### src/rtl/if_fetch_stage_if.sv
// Instruction-memory fetch port: the fetch stage is master, the memory is slave.
interface if_fetch_stage_if;
   logic        imem_req;
   logic [31:0] imem_addr;
   logic [31:0] imem_rdata;
   logic        imem_ready;

   modport master (output imem_req, output imem_addr, input imem_rdata, input imem_ready);
   modport slave  (input imem_req, input imem_addr, output imem_rdata, output imem_ready);
endinterface

### src/rtl/if_fetch_stage.sv
// Instruction-fetch stage: PC register, next-PC select, variable-latency fetch with hold/redirect.
// Optional performance counters are enabled by defining IF_PERF_CNT_EN.
module if_fetch_stage #(
   parameter logic [31:0] RESET_PC = 32'h0000_0000,
   parameter logic [31:0] NOP_INST = 32'h0000_0000
) (
   input  logic        clk,
   input  logic        rst,
   input  logic        stall,
   input  logic [1:0]  pcsource,
   input  logic [31:0] bpc,
   input  logic [31:0] rpc,
   input  logic [31:0] jpc,
   if_fetch_stage_if.master imem,
   output logic [31:0] if_pc,
   output logic [31:0] if_pc4,
   output logic [31:0] if_inst
`ifdef IF_PERF_CNT_EN
   ,
   output logic [31:0] perf_bubble,
   output logic [31:0] perf_hold
`endif
);

   typedef enum logic {FETCH, HOLD} state_t;

   state_t      state, state_next;
   logic [31:0] pc;
   logic [31:0] hold_inst;
   logic        redir_pend;
   logic [31:0] redir_tgt;
   logic [31:0] sel_tgt;
   logic [31:0] npc_raw;
   logic [31:0] npc;
   logic        advance;
   logic        hold_load;

   always_comb begin
      sel_tgt = 32'h0000_0000;
      case (pcsource)
         2'b01:   sel_tgt = bpc;
         2'b10:   sel_tgt = rpc;
         2'b11:   sel_tgt = jpc;
         default: sel_tgt = 32'h0000_0000;
      endcase
   end

   // A live redirect from ID beats one captured while the PC was frozen.
   always_comb begin
      if (pcsource != 2'b00)
         npc_raw = sel_tgt;
      else if (redir_pend)
         npc_raw = redir_tgt;
      else
         npc_raw = pc + 32'd4;
      npc = {npc_raw[31:2], 2'b00};
   end

   always_comb begin
      state_next    = state;
      imem.imem_req = 1'b0;
      if_inst       = NOP_INST;
      advance       = 1'b0;
      hold_load     = 1'b0;
      case (state)
         FETCH: begin
            imem.imem_req = 1'b1;
            if (imem.imem_ready) begin
               if_inst = imem.imem_rdata;
               if (stall) begin
                  hold_load  = 1'b1;
                  state_next = HOLD;
               end else begin
                  advance = 1'b1;
               end
            end
         end
         HOLD: begin
            if_inst = hold_inst;
            if (!stall) begin
               advance    = 1'b1;
               state_next = FETCH;
            end
         end
         default: state_next = FETCH;
      endcase
      if (rst) begin
         imem.imem_req = 1'b0;
         if_inst       = NOP_INST;
      end
   end

   assign imem.imem_addr = pc;
   assign if_pc          = rst ? 32'h0000_0000 : pc;
   assign if_pc4         = rst ? 32'h0000_0000 : pc + 32'd4;

   always_ff @(posedge clk) begin
      if (rst) begin
         state      <= FETCH;
         pc         <= RESET_PC;
         hold_inst  <= NOP_INST;
         redir_pend <= 1'b0;
         redir_tgt  <= 32'h0000_0000;
      end else begin
         state <= state_next;
         if (hold_load)
            hold_inst <= imem.imem_rdata;
         if (advance) begin
            pc         <= npc;
            redir_pend <= 1'b0;
         end else if (pcsource != 2'b00) begin
            redir_pend <= 1'b1;
            redir_tgt  <= sel_tgt;
         end
      end
   end

`ifdef IF_PERF_CNT_EN
   always_ff @(posedge clk) begin
      if (rst) begin
         perf_bubble <= 32'h0000_0000;
         perf_hold   <= 32'h0000_0000;
      end else begin
         if (state == FETCH && !imem.imem_ready)
            perf_bubble <= perf_bubble + 32'd1;
         if (state == HOLD)
            perf_hold <= perf_hold + 32'd1;
      end
   end
`endif

endmodule

### src/flat_wrapper.sv
// flat-port wrapper written by rule: the top's interface ports become plain ports
module if_fetch_stage_flat 
#(
   parameter logic [31:0] RESET_PC = 32'h0000_0000,
   parameter logic [31:0] NOP_INST = 32'h0000_0000
)
  (clk, rst, stall, pcsource, bpc, rpc, jpc, if_pc, if_pc4, if_inst, imem_imem_req, imem_imem_addr, imem_imem_rdata, imem_imem_ready);
  if_fetch_stage_if imem_i ();
  input  logic clk;
  input  logic rst;
  input  logic stall;
  input  logic [1:0] pcsource;
  input  logic [31:0] bpc;
  input  logic [31:0] rpc;
  input  logic [31:0] jpc;
  output logic [31:0] if_pc;
  output logic [31:0] if_pc4;
  output logic [31:0] if_inst;
  output wire logic [$bits(imem_i.imem_req)-1:0] imem_imem_req;
  output wire logic [$bits(imem_i.imem_addr)-1:0] imem_imem_addr;
  input wire logic [$bits(imem_i.imem_rdata)-1:0] imem_imem_rdata;
  input wire logic [$bits(imem_i.imem_ready)-1:0] imem_imem_ready;
  assign imem_imem_req = imem_i.imem_req;
  assign imem_imem_addr = imem_i.imem_addr;
  assign imem_i.imem_rdata = imem_imem_rdata;
  assign imem_i.imem_ready = imem_imem_ready;
  if_fetch_stage #(.RESET_PC(RESET_PC), .NOP_INST(NOP_INST)) u_core (.clk(clk), .rst(rst), .stall(stall), .pcsource(pcsource), .bpc(bpc), .rpc(rpc), .jpc(jpc), .imem(imem_i), .if_pc(if_pc), .if_pc4(if_pc4), .if_inst(if_inst));
endmodule
### config.mk
export PLATFORM = sky130hd
export DESIGN_NAME = if_fetch_stage_flat
export DESIGN_NICKNAME = d
export VERILOG_FILES = /design/src/rtl/if_fetch_stage_if.sv /design/src/rtl/if_fetch_stage.sv /design/src/flat_wrapper.sv
export SDC_FILE = /design/constraint.sdc
export NUM_CORES = 1
export LEC_CHECK = 0
export ABC_AREA = 1
export CORE_UTILIZATION = 43
export DETAILED_ROUTE_END_ITERATION = 7
export PLACE_DENSITY = 0.92
export SYNTH_ARGS = -nofsm -noshare
export SYNTH_HDL_FRONTEND = slang
export SYNTH_SLANG_ARGS = --single-unit
### constraint.sdc
create_clock -name clk -period 2.05 [get_ports clk]
set_input_delay 0.5125 -clock clk [delete_from_list [all_inputs] [get_ports clk]]
set_output_delay 0.5125 -clock clk [all_outputs]
set_load 0.005 [all_outputs]
# Yosys cells after proc, flatten, opt, wreduce, memory -nomap -nowiden
# Cells that the tools add are included.
[totals] memories=0 output_inout_bits=129 ff_bits=96 elab_cells=31 ramBits=0 latchBits=0 rom_bits=0
[op_classes] div_mod_pow=0 bitwise_logic=2 shift=0 magnitude_cmp=0 muxes=17 multipliers=0 addsub=1 eq_ne=3 reduce_logical=3
[ops] op="32-bit 2-to-1 mux" count=6
[ops] op="32-bit case mux with 3 select lines" count=1
[ops] op="32-bit case mux with 2 select lines" count=1
[ops] op="32-bit by 3-bit adder with 32-bit output, second input constant" count=1
[ops] op="1-bit 2-to-1 mux" count=7
[ops] op="2-bit == test, second input constant" count=2
[ops] op="1-bit case mux with 2 select lines" count=2
[ops] op="2-bit by 1-bit == test with 1-bit output, second input constant" count=1
[ops] op="1-bit NOT" count=2
[ops] op="2-bit AND reduction" count=1
[ops] op="2-bit nonzero test" count=1
[ops] op="2-bit OR reduction" count=1

# Longest topological paths before layout
# Gate-level depths: netlist of run 1.
[logic_depth] word_depth=5 depth_mapped=10

# Worst setup path before layout of run 1
# Ideal clock, no wire load.
[synth_timing] path_kind="in2out" startpoint="in rst" endpoint="out if_pc[22]" stages=4 arrival_ns=1.340 required_ns=1.537 path_buffers=3 setup_slack_ns=0.197 path_cell_list="clkbuf_1 > clkbuf_1 > clkbuf_1 > nor2_1"
[synth_via] elab_chain_cells=1
[synth_lines] element="start: declaration" line="flat_wrapper.sv:10" source="input logic rst;"
[synth_lines] element="32-bit 2-to-1 mux" line="if_fetch_stage.sv:94" source="assign if_pc = rst ? 32'h0000_0000 : pc;"
[synth_lines] element="end: declaration" line="flat_wrapper.sv:16" source="output logic [31:0] if_pc;"
# Every way passes these cells.

# Worst setup path in the final report of run 1
[layout_timing] startpoint="reg u_core.pc[8] (netlist: u_core.imem.imem_addr[8])" endpoint="out if_pc4[24]"
[layout_via] elab_chain_cells=2
[layout_lines] element="start: declaration" line="if_fetch_stage.sv:28" source="logic [31:0] pc;"
[layout_lines] element="start signal: assignment" line="if_fetch_stage.sv:109" source="pc <= npc;"
[layout_lines] element="32-bit by 3-bit adder with 32-bit output" line="if_fetch_stage.sv:95" source="assign if_pc4 = rst ? 32'h0000_0000 : pc + 32'd4;"
[layout_lines] element="32-bit 2-to-1 mux" line="if_fetch_stage.sv:95"
[layout_lines] element="end: declaration" line="flat_wrapper.sv:17" source="output logic [31:0] if_pc4;"
# Every way passes these cells.

==> impl_metrics.tcl, run 1 <==
set metrics [dict create \
    failed_checks "setup timing" \
    power_density_nw_per_um2 527 \
    drive_gt1_frac 0.293 \
    switching_share 0.303 \
    grt_pass1_wl_mm 42.0 \
    grt_max_degree 47 \
    syn_inst 1013 \
    hp-start "u_core.redir_tgt[18]" \
    grt_usage 0.367 \
    cts_hold_buf 0 \
    combinationalPowerShare 0.303 \
    place_hpwl_mm 17.3 \
    crit_type "reg2out" \
    finalHoldViolCount 0 \
    yosysTopAreaCell "dfxtp_1" \
    initial_core_util 0.439 \
    setup_tns_ps -7430 \
    post-place-cells 1496 \
    power_frac_clock 0.329 \
    die_w_um 121 \
    ir_drop_uv 424 \
    ys_seq_area_frac 0.310 \
    htree_levels 3 \
    r2r_end "u_core.imem.imem_addr[16]" \
    cp_num_buf_inv 2 \
    p_int_uw 3940 \
    first_pass_iters 8 \
    ioPinCount 263 \
    die-area_um2 14600 \
    clock_tree.root_cell "clkbuf_16" \
    synth_top_area_frac 0.310 \
    fin_util 0.775 \
    cts_max_path_buffers 2 \
    antenna_found_initial 0 \
    clock_skew_ps 4.03 \
    fin_hold_ws_ps 468 \
    n_antenna_cell 0 \
    fmax_ghz 0.396 \
    worst-r2r-cell-count 11 \
    fin_ws_ps -476 \
    routed_wl_mm 28.7 \
    via_per_inst 5.74 \
    crit_path_frequent_cell "nand2_1" \
    leakagePower_uw 0.00487 \
    syn_to_final_growth_pct 76.7 \
    port_buffers 250 \
    worstPathCellList "nand2_1 > nor2_1 > nand2_1 > nor2_4 > buf_6 > nand3_4 > a21oi_2 > buf_2" \
    core_area_um2 13800 \
    synthArstFlopShare 0 \
    seqCellArea_um2 1930 \
    drv_cap 0 \
    tightest_slew_ps 590 \
    wl_per_cell_um 18.4 \
    min_path_cells 2 \
    p_seq_frac 0.368 \
    grt_pass1_vias 8505 \
    synthTopCellsByArea "dfxtp_1 31%, nand2_1 15%, nor2_1 12%" \
    cts_tree "done" \
    multi_input_area_um2 4070 \
    drt_iter0_drc 1114 \
    drc 0 \
    crit_fanout 3 \
    critPathSlowestCell "dfxtp_2" \
    die-height_um 121 \
    instances_no_fill 1556 \
    cts_sinks 94 \
    synth.distinct_cells 30 \
    rsz0062_at_grt "true" \
    switchingPower_uw 1710 \
    clk_latency_ps 350 \
    synth_warnings 0 \
    cts_buffers 9 \
    clk_pin_slew_ps 70 \
    num-nets-final 1507 \
    rows 43 \
    cp-end-kind "primary output" \
    setup_violations 27 \
    nFillCells 901 \
    ys_top_cells_by_count "249 x nand2_1, 189 x nor2_1, 116 x a21oi_1" \
    critPathRequiredTime_ps 1540 \
    synth-seq-cells 94 \
    period_share 1.23 \
    status "complete, but fails checks" \
    routabilityCongestion 0.920 \
    worst_ep_arrival_time_ps 2010 \
    worst-r2r-setup-slack_ps 100 \
    slew_headroom 0.606 \
    crit_family "simple AND/OR/NAND/NOR gates" \
    yosysMostFrequentCell "nand2_1" \
    ant_nets 0 \
    critPathLaunchType "flip-flop" \
    overflow 0 \
    synth_edf_count 0 \
    reg2reg_from "u_core.imem.imem_addr[8]" \
    fin_crit_ps 2530 \
    syn-cell-area_um2 6070 \
    synth_ff_type "dfxtp_1" \
    synth.avg_cell_area_um2 5.99 \
    slew_violations 0 \
    whs_endpoint "u_core.redir_tgt[18]" \
    worst_path_largest_cell_delay_ps 370 \
    vias 8927 \
    hold_path_class "reg2reg" \
]
placed cells by master, fill, tap and decap left out, drive strengths merged, types with 2 or more instances in the layout:
master         Yosys  layout
clkdlybuf4s15      0       3
dlygate4sd2        0      10
clkinv             1       3
nand2            252     252
o21ai             81      81
clkbuf            41      13
a221oi             3       3
bufinv             0       2
inv               90      90
a21oi            119     119
clkdlybuf4s50      0     160
nor2             200     200
a31oi              3       3
dlymetal6s2s       0      19
a211oi            28      28
nand3             59      59
conb               1       6
dfxtp             94      94
xor2               9       9
buf               28     218
power by group through the flow:
stage               clock network (uW)  logic [uW]  registers (uW)
finish                            1860        1710            2080
global route                      1940        1840            2090
CTS                               1850        1610            2060
detailed placement                   0        1540            2090
global placement                     0        1510            2080
floorplan                            0         676            2090
kinds of logic (layout without fill, tap and decap cells):
| group | after synthesis | count (layout) | share of synthesized area |
|---|---|---|---|
| and+or+nand+nor | 513 | 513 | 0.345 |
| adders and majority gates | 1 | 1 | 0.00206 |
| other | 1 | 6 | 0.000618 |
| DFF | 94 | 94 | 0.310 |
| AOI/OAI and AO/OA | 235 | 235 | 0.215 |
| buffers and inverters | 160 | 518 | 0.113 |
| xor gates and xnor gates | 9 | 9 | 0.0130 |
worst reg2reg max path: stages (launching register included):
cell and delay (ps):
dfxtp_2 370, nand2_1 100, nor2_1 270, nand2_1 250, nor2_4 160, buf_6 160, nand2_4 60, buf_4 130
buf_4 120, nand3_1 70, nand2_1 60, a21oi_1 130
registers in the layout (all words and copies together), names as in the netlist:
signal,count
u_core.hold_inst,32
u_core.imem.imem_addr,30
u_core.redir_pend,1
u_core.redir_tgt,30
u_core.state,1
per-stage QoR:
step           worst slack [ps]  total power, uW  cell area (um^2)
2_1_floorplan               197             2770              6080
3_3_place_gp               -503             3600              9480
3_5_place_dp               -606             3640              9480
4_1_cts                    -305             5520             10300
5_1_grt                    -566             5870             10700
6_report                   -476             5650             10700
layer usage:
layer / global-route usage / wire length [um]
met1: 0.420 / 10100
met2: 0.634 / 13900
met3: 0.0670 / 2830
met4: 0.222 / 1870
met5: 0 / 0
how the worst max path moves through the flow:
stage          slack (ps)  depth (start not counted)     endpoint                     start
2_1_floorplan         200                          4    if_pc[22]                       rst
6_report             -480                          8   if_pc4[24]  u_core.imem.imem_addr[8]
5_1_grt              -570                          8   if_pc4[24]  u_core.imem.imem_addr[8]
3_3_place_gp         -500                          7  if_inst[25]           imem_imem_ready
4_1_cts              -310                         10   if_pc4[24]  u_core.imem.imem_addr[3]
3_5_place_dp         -610                          7  if_inst[11]           imem_imem_ready
area by class of cell:
| type | instances | area share |
|---|---|---|
| multi-input cells | 764 | 0.379 |
| repair buffers | 412 | 0.356 |
| flip-flops and latches | 94 | 0.180 |
| inverters | 91 | 0.0328 |
| clock buffers | 11 | 0.0236 |
| well taps | 180 | 0.0210 |
| clock inverters | 4 | 0.00654 |
what timing repair did:
| action | CTS | global route |
|---|---|---|
| resized for setup | 366 | 115 |
| setup endpoints to repair | 82 | 80 |
| pin swaps | 46 | 35 |
| buffers inserted | 33 | 15 |
| hold endpoints to repair | 0 | 0 |
| gates cloned | 3 | 1 |
Note: power is estimated with default switching activity, not from simulation.
==> inputs of run 2 (changes only) <==
--- a/config.mk
+++ b/config.mk
@@ -6,6 +6,7 @@
 export NUM_CORES = 1
 export LEC_CHECK = 0
 export ABC_AREA = 1
+export ABC_CLOCK_PERIOD_IN_PS = 2050
 export CORE_UTILIZATION = 43
 export DETAILED_ROUTE_END_ITERATION = 7
 export PLACE_DENSITY = 0.92
==> results of run 2 <==
The final DEF is identical to that of run 1; final timing and power are the same.
